===== src/rtl/timer_pkg.sv =====
// Shared definitions for the machine timer: register offsets, CTRL/STATUS bit
// positions, the trap-tracking state enum and the register address decode helper.
package timer_pkg;

  localparam logic [7:0] OFF_MTIME    = 8'h00;
  localparam logic [7:0] OFF_MTIMECMP = 8'h04;
  localparam logic [7:0] OFF_CTRL     = 8'h08;
  localparam logic [7:0] OFF_PRESCALE = 8'h0C;
  localparam logic [7:0] OFF_STATUS   = 8'h10;
  localparam logic [7:0] OFF_IRQCOUNT = 8'h14;

  localparam int CTRL_ENABLE     = 0;
  localparam int CTRL_IRQ_ENABLE = 1;
  localparam int CTRL_AUTORELOAD = 2;

  localparam int STATUS_PENDING    = 0;
  localparam int STATUS_IN_HANDLER = 1;

  typedef enum logic [1:0] {
    IDLE    = 2'd0,
    ASSERT  = 2'd1,
    HANDLER = 2'd2
  } timer_state_t;

  // Compares a word address (byte address bits [31:2]) against base + offset.
  function automatic logic reg_hit(logic [29:0] word_addr, logic [31:0] base, logic [7:0] off);
    return word_addr == 30'((base + {24'd0, off}) >> 2);
  endfunction

endpackage


===== src/rtl/timer_prescaler.sv =====
// Free-running prescale divider: emits a one-cycle tick every divide+1 enabled
// cycles. A synchronous clear restarts the count and suppresses that cycle's tick.
module timer_prescaler #(
  parameter int PRESCALE_WIDTH = 16
) (
  input  logic                      clk,
  input  logic                      rstN,
  input  logic                      enable,
  input  logic [PRESCALE_WIDTH-1:0] divide,
  input  logic                      clear,
  output logic                      tick
);

  logic [PRESCALE_WIDTH-1:0] r_count;
  logic                      w_wrap;

  assign w_wrap = (r_count == divide);
  // A bus write to MTIME overrides the tick so the written value is held.
  assign tick   = enable && w_wrap && !clear;

  always_ff @(posedge clk or negedge rstN) begin
    if (!rstN) begin
      r_count <= '0;
    end else if (clear) begin
      r_count <= '0;
    end else if (enable) begin
      r_count <= w_wrap ? '0 : r_count + PRESCALE_WIDTH'(1);
    end
  end

endmodule


===== src/rtl/machine_timer.sv =====
// Memory-mapped machine timer driving the controller's timerInterrupt input.
// Define TIMER_IRQ_COUNT_EN to add the saturating IRQCOUNT register at offset 0x14.
module machine_timer
  import timer_pkg::*;
#(
  parameter int          COUNTER_WIDTH  = 32,
  parameter int          PRESCALE_WIDTH = 16,
  parameter logic [31:0] BASE_ADDRESS   = 32'h0000_0100
) (
  input  logic        clk,
  input  logic        rstN,
  input  logic [31:0] busAddress,
  input  logic [31:0] busWriteData,
  input  logic        busWriteEnable,
  output logic [31:0] busReadData,
  input  logic        isTrap,
  input  logic        isReturn,
  output logic        timerInterrupt,
  output logic [1:0]  dbgState
);

  logic [COUNTER_WIDTH-1:0]  r_mtime;
  logic [COUNTER_WIDTH-1:0]  r_mtimecmp;
  logic [2:0]                r_ctrl;
  logic [PRESCALE_WIDTH-1:0] r_prescale;
  logic                      r_pending;
  logic                      r_irq;
  timer_state_t              r_state;

  logic w_sel_mtime, w_sel_mtimecmp, w_sel_ctrl, w_sel_prescale, w_sel_status;
  logic w_wr_mtime, w_wr_mtimecmp, w_wr_ctrl, w_wr_prescale, w_wr_status;
  logic w_tick, w_match, w_took, w_clear_pending, w_unused;
  logic [31:0] w_read_data;

  assign w_sel_mtime    = reg_hit(busAddress[31:2], BASE_ADDRESS, OFF_MTIME);
  assign w_sel_mtimecmp = reg_hit(busAddress[31:2], BASE_ADDRESS, OFF_MTIMECMP);
  assign w_sel_ctrl     = reg_hit(busAddress[31:2], BASE_ADDRESS, OFF_CTRL);
  assign w_sel_prescale = reg_hit(busAddress[31:2], BASE_ADDRESS, OFF_PRESCALE);
  assign w_sel_status   = reg_hit(busAddress[31:2], BASE_ADDRESS, OFF_STATUS);

  assign w_wr_mtime    = busWriteEnable && w_sel_mtime;
  assign w_wr_mtimecmp = busWriteEnable && w_sel_mtimecmp;
  assign w_wr_ctrl     = busWriteEnable && w_sel_ctrl;
  assign w_wr_prescale = busWriteEnable && w_sel_prescale;
  assign w_wr_status   = busWriteEnable && w_sel_status;

  assign w_unused = &{1'b0, busAddress[1:0]};

  timer_prescaler #(
    .PRESCALE_WIDTH(PRESCALE_WIDTH)
  ) u_prescaler (
    .clk   (clk),
    .rstN  (rstN),
    .enable(r_ctrl[CTRL_ENABLE]),
    .divide(r_prescale),
    .clear (w_wr_mtime),
    .tick  (w_tick)
  );

  assign w_match         = w_tick && (r_mtime == r_mtimecmp);
  assign w_took          = (r_state == ASSERT) && isTrap;
  assign w_clear_pending = w_took || (w_wr_status && busWriteData[STATUS_PENDING]);

  always_ff @(posedge clk or negedge rstN) begin
    if (!rstN) begin
      r_mtime    <= '0;
      r_mtimecmp <= '1;
      r_ctrl     <= '0;
      r_prescale <= '0;
      r_pending  <= 1'b0;
    end else begin
      if (w_wr_mtime) begin
        r_mtime <= busWriteData[COUNTER_WIDTH-1:0];
      end else if (w_tick) begin
        r_mtime <= (w_match && r_ctrl[CTRL_AUTORELOAD]) ? '0 : r_mtime + COUNTER_WIDTH'(1);
      end
      if (w_wr_mtimecmp) r_mtimecmp <= busWriteData[COUNTER_WIDTH-1:0];
      if (w_wr_ctrl)     r_ctrl     <= busWriteData[2:0];
      if (w_wr_prescale) r_prescale <= busWriteData[PRESCALE_WIDTH-1:0];
      // A new compare match outranks any clear in the same cycle.
      if (w_match) begin
        r_pending <= 1'b1;
      end else if (w_clear_pending) begin
        r_pending <= 1'b0;
      end
    end
  end

  // Trap tracking: request once, then stay masked until mret.
  always_ff @(posedge clk or negedge rstN) begin
    if (!rstN) begin
      r_state <= IDLE;
      r_irq   <= 1'b0;
    end else begin
      case (r_state)
        IDLE: begin
          if (r_pending && r_ctrl[CTRL_IRQ_ENABLE]) begin
            r_state <= ASSERT;
            r_irq   <= 1'b1;
          end
        end
        ASSERT: begin
          if (isTrap) begin
            r_state <= HANDLER;
            r_irq   <= 1'b0;
          end else if (!r_ctrl[CTRL_IRQ_ENABLE]) begin
            r_state <= IDLE;
            r_irq   <= 1'b0;
          end
        end
        HANDLER: begin
          if (isReturn) r_state <= IDLE;
        end
        default: begin
          r_state <= IDLE;
          r_irq   <= 1'b0;
        end
      endcase
    end
  end

`ifdef TIMER_IRQ_COUNT_EN
  logic        w_sel_irqcount;
  logic [15:0] r_irq_count;

  assign w_sel_irqcount = reg_hit(busAddress[31:2], BASE_ADDRESS, OFF_IRQCOUNT);

  always_ff @(posedge clk or negedge rstN) begin
    if (!rstN) begin
      r_irq_count <= '0;
    end else if (busWriteEnable && w_sel_irqcount) begin
      r_irq_count <= '0;
    end else if (w_took && (r_irq_count != 16'hFFFF)) begin
      r_irq_count <= r_irq_count + 16'd1;
    end
  end
`endif

  always_comb begin
    w_read_data = '0;
    if (w_sel_mtime)    w_read_data = 32'(r_mtime);
    if (w_sel_mtimecmp) w_read_data = 32'(r_mtimecmp);
    if (w_sel_ctrl)     w_read_data = {29'd0, r_ctrl};
    if (w_sel_prescale) w_read_data = 32'(r_prescale);
    if (w_sel_status)   w_read_data = {30'd0, r_state == HANDLER, r_pending};
`ifdef TIMER_IRQ_COUNT_EN
    if (w_sel_irqcount) w_read_data = {16'd0, r_irq_count};
`endif
  end

  assign busReadData    = w_read_data;
  assign timerInterrupt = r_irq;
  assign dbgState       = r_state;

endmodule

===== config.mk =====
export PLATFORM = sky130hd
export DESIGN_NAME = machine_timer
export DESIGN_NICKNAME = d
export VERILOG_FILES = /design/src/rtl/timer_pkg.sv /design/src/rtl/timer_prescaler.sv /design/src/rtl/machine_timer.sv
export SDC_FILE = /design/constraint.sdc
export NUM_CORES = 1
export LEC_CHECK = 0
export BUFFER_PORTS_ARGS = -buffer_cell sky130_fd_sc_hd__buf_2
export CAP_MARGIN = 20
export CORE_MARGIN = 8
export CORE_UTILIZATION = 53
export DETAILED_ROUTE_END_ITERATION = 10
export PLACE_DENSITY = 0.87
export SLEW_MARGIN = 30
export SYNTH_ARGS = -nofsm -noshare
export SYNTH_HDL_FRONTEND = slang
export SYNTH_HIERARCHICAL = 1
export SYNTH_SLANG_ARGS = --single-unit

===== constraint.sdc =====
create_clock -name clk -period 2.9 [get_ports clk]
set_input_delay 0.145 -clock clk [delete_from_list [all_inputs] [get_ports clk]]
set_output_delay 0.145 -clock clk [all_outputs]
set_load 0.02 [all_outputs]

==> results.json <==
{
  "grt_usage_pct": 22.1,
  "wl_mm": 19.1,
  "p_clk_share_pct": 44.5,
  "routedWlPerCell_um": 20.0,
  "grt_first_pass_wirelength_mm": 29.5,
  "preCtsSetupSlack_ns": 0.0685,
  "cts-root-buf": "clkbuf_16",
  "comb_power_share_pct": 4.3,
  "tightest_slew_ns": 0.696,
  "setup_ws_ns": 0.0666,
  "portBuffers": 101,
  "max_stage_delay_ns": 0.41,
  "fp.dieH_um": 130,
  "drive_gt1_share_pct": 32.4,
  "antenna_found_initial": 0,
  "outcome": "finished, final reports clean",
  "coreArea_um2": 12700,
  "yosys.area.top_type": "dfrtp_1",
  "drv_cap": 0,
  "drc": 0,
  "finalSetupViolations": 0,
  "clkTransAtPathRegs_ns": 0.07,
  "critPathCaptureType": "flip-flop",
  "period_needed_ns": 2.83,
  "synth_cell_type_count": 67,
  "ant_nets": 0,
  "rows": 41,
  "fin_skew_ns": 0.00883,
  "cts_tree": "built",
  "synth_edf_count": 0,
  "yosysMostFrequentCell": "dfrtp_1",
  "hold_viol": 0,
  "ios": 104,
  "vdd_drop_max_mv": 0.453,
  "netlist_top_cells_area": "dfrtp_1 26%, dfstp_2 12%, mux2_2 4.9%",
  "worstPathRequired_ns": 3.15,
  "ys_seq_area_share_pct": 37.8,
  "p_total_w": 0.00281,
  "cp_cell_sequence": "xor2_1 > nor4_2 > buf_4 > nand4_2 > nor3_4 > inv_2 > nor4_4 > and4_4 > buf_8 > clkbuf_4 > a21oi_1 > a211o_1",
  "slowest_stage": "dfrtp_1",
  "cp_top_family": "simple AND/OR/NAND/NOR gates",
  "netlist_area_um2": 6930,
  "vias": 6038,
  "globalplace.congestion": 0.870,
  "grt-ovfl-total": 0,
  "final_nets": 850,
  "drt_iter0_markers": 738,
  "slew_violations": 0,
  "cp.buffers_inverters": 4,
  "crit_type": "flip-flop to flip-flop",
  "drt_pre_antenna_iters": 9,
  "h-tree-depth": 3,
  "p_leak_nw": 3.47,
  "cts_sinks": 103,
  "ys.flop_type": "dfrtp_1",
  "worstPathMaxFanout": 7,
  "hpwl_mm": 13.0,
  "slew_headroom_pct": 53.2,
  "ys_top_cells_by_count": "71 x dfrtp_1, 44 x nand2_1, 33 x xnor2_1, 32 x dfstp_2, 30 x mux2_2",
  "clock_latency_ns": 0.36,
  "grt_pass1_vias": 5927,
  "seqPwrFrac_pct": 51.1,
  "syn-instance-count": 684,
  "ys_warn_count": 6,
  "numCtsBuffers": 9,
  "min_path_type": "input pin to flip-flop",
  "sw_frac_of_total_pct": 22.4,
  "initial_utilization_pct": 54.7,
  "yosys_register_bits": 103,
  "grt_max_degree": 96,
  "start_kind": "flip-flop",
  "p_sw_w": 0.000630,
  "clock_path_buffers": 2,
  "areaGrowthSynthToFinish_pct": 15.9,
  "postSynthNetCount": 755,
  "synth_top_area_share_pct": 25.6,
  "fin_crit_sh_pct": 97.7,
  "max_freq_ghz": 0.353,
  "cp.arrival_ns": 3.08,
  "power_density_nw_per_um2": 350,
  "async_flop_share_pct": 100,
  "nFillCells": 1042,
  "synth.avg_cell_area_um2": 10.1,
  "diodes": 0,
  "cellInternalPower_w": 0.00218,
  "die_area_um2": 17000,
  "die_w_um": 130,
  "via_per_inst": 6.32
}
per-layer routing:
layer,global-route usage [%],wire [um],share of wire [%],vias up
met2,37.1,9290,49,254
met4,11.1,714,3.7,0
li1,-,-,-,2766
met5,0,0,0,-
met3,4.65,1320,6.9,48
met1,26.5,7810,41,2970
placed cells by master, fill, tap and decap left out, types with 22 or more instances in the layout:
| master | netlist | final |
|---|---|---|
| dfrtp_1 | 71 | 70 |
| buf_2 | 16 | 100 |
| nand3_1 | 26 | 26 |
| nand4_1 | 23 | 23 |
| buf_4 | 3 | 22 |
| nor3b_1 | 25 | 25 |
| mux2_2 | 30 | 30 |
| dfstp_2 | 32 | 32 |
| a211o_1 | 27 | 27 |
| nand2_1 | 44 | 44 |
| a21oi_1 | 24 | 24 |
| xnor2_1 | 33 | 33 |
cell families after synthesis:
| logic type | after synthesis | synth area share, % |
|---|---|---|
| adder cells (fa/ha/maj) | 2 | 0.361 |
| AO/OA/AOI/OAI | 133 | 14.2 |
| buffers and inverters | 75 | 6.52 |
| AND/OR/NAND/NOR | 264 | 25.1 |
| XOR/XNOR | 51 | 6.45 |
| multiplexers | 56 | 9.55 |
| flip-flops | 103 | 37.8 |
state kept, by name, summed over array words and instances, names as in the netlist:
register             flops
r_pending                1
timerInterrupt           1
r_ctrl                   3
u_prescaler/r_count     16
r_mtimecmp              32
r_mtime                 32
dbgState                 2
r_prescale              16
worst register-to-register path: stages, from the launching register on:
cell	delay, ns
dfrtp_1	0.41
xor2_1	0.19
nor4_2	0.31
buf_4	0.16
nand4_2	0.14
nor3_4	0.31
inv_2	0.10
nor4_4	0.18
and4_4	0.31
buf_8	0.13
clkbuf_4	0.18
a21oi_1	0.05
a211o_1	0.26
power by group through the flow:
stage	logic, W	registers, W	clock network (W)
global route	0.000135	0.00144	0.00132
CTS	0.000124	0.00144	0.00128
detailed placement	0.000118	0.00146	0
global placement	0.000115	0.00146	0
floorplan	0.0000177	0.00146	0
finish	0.000122	0.00144	0.00125
metrics by stage:
stage	utilization (%)	setup TNS (ns)	hold slack, ns	cell area (um2)	cells
4_1_cts	62.5	0	0.000115	7920	950
3_3_place_gp	59.8	0	0.198	7570	929
3_5_place_dp	59.8	0	0.210	7570	929
2_1_floorplan	-	0	-0.151	6970	684
5_1_grt	63.4	-0.436	0.00602	8030	956
6_report	63.4	0	0.00743	8030	956
worst paths after layout:
check / start / end / slack, ns / depth (start not counted)
worst max register to register: r_prescale[12] / r_mtime[24] / 0.07 / 12
worst min register to register: timerInterrupt / timerInterrupt / 0.53 / 1
max in group asynchronous: rstN / r_mtimecmp[15] / 1.77 / 3
worst min-delay path: busWriteData[30] / r_mtime[30] / 0.007 / 2
min in group asynchronous: rstN / u_prescaler/r_count[8] / 0.35 / 2
worst max-delay path: r_prescale[12] / r_mtime[24] / 0.07 / 12
area by class of cell:
class | instances | area, um2 | area share [%]
Tap cell | 172 | 215 | 2.68
Multi-Input combinational cell | 506 | 3940 | 49.1
Inverter | 23 | 86.3 | 1.08
Sequential cell | 103 | 2620 | 32.6
Timing Repair Buffer | 136 | 866 | 10.8
Clock buffer | 12 | 246 | 3.07
Clock inverter | 4 | 53.8 | 0.670
what timing repair did:
item,CTS,global route
hold endpoints to repair,34,0
resized for setup,0,12
buffers inserted,0,5
hold buffers,5,0
setup endpoints to repair,0,27
(Power assumes the default switching activity.)
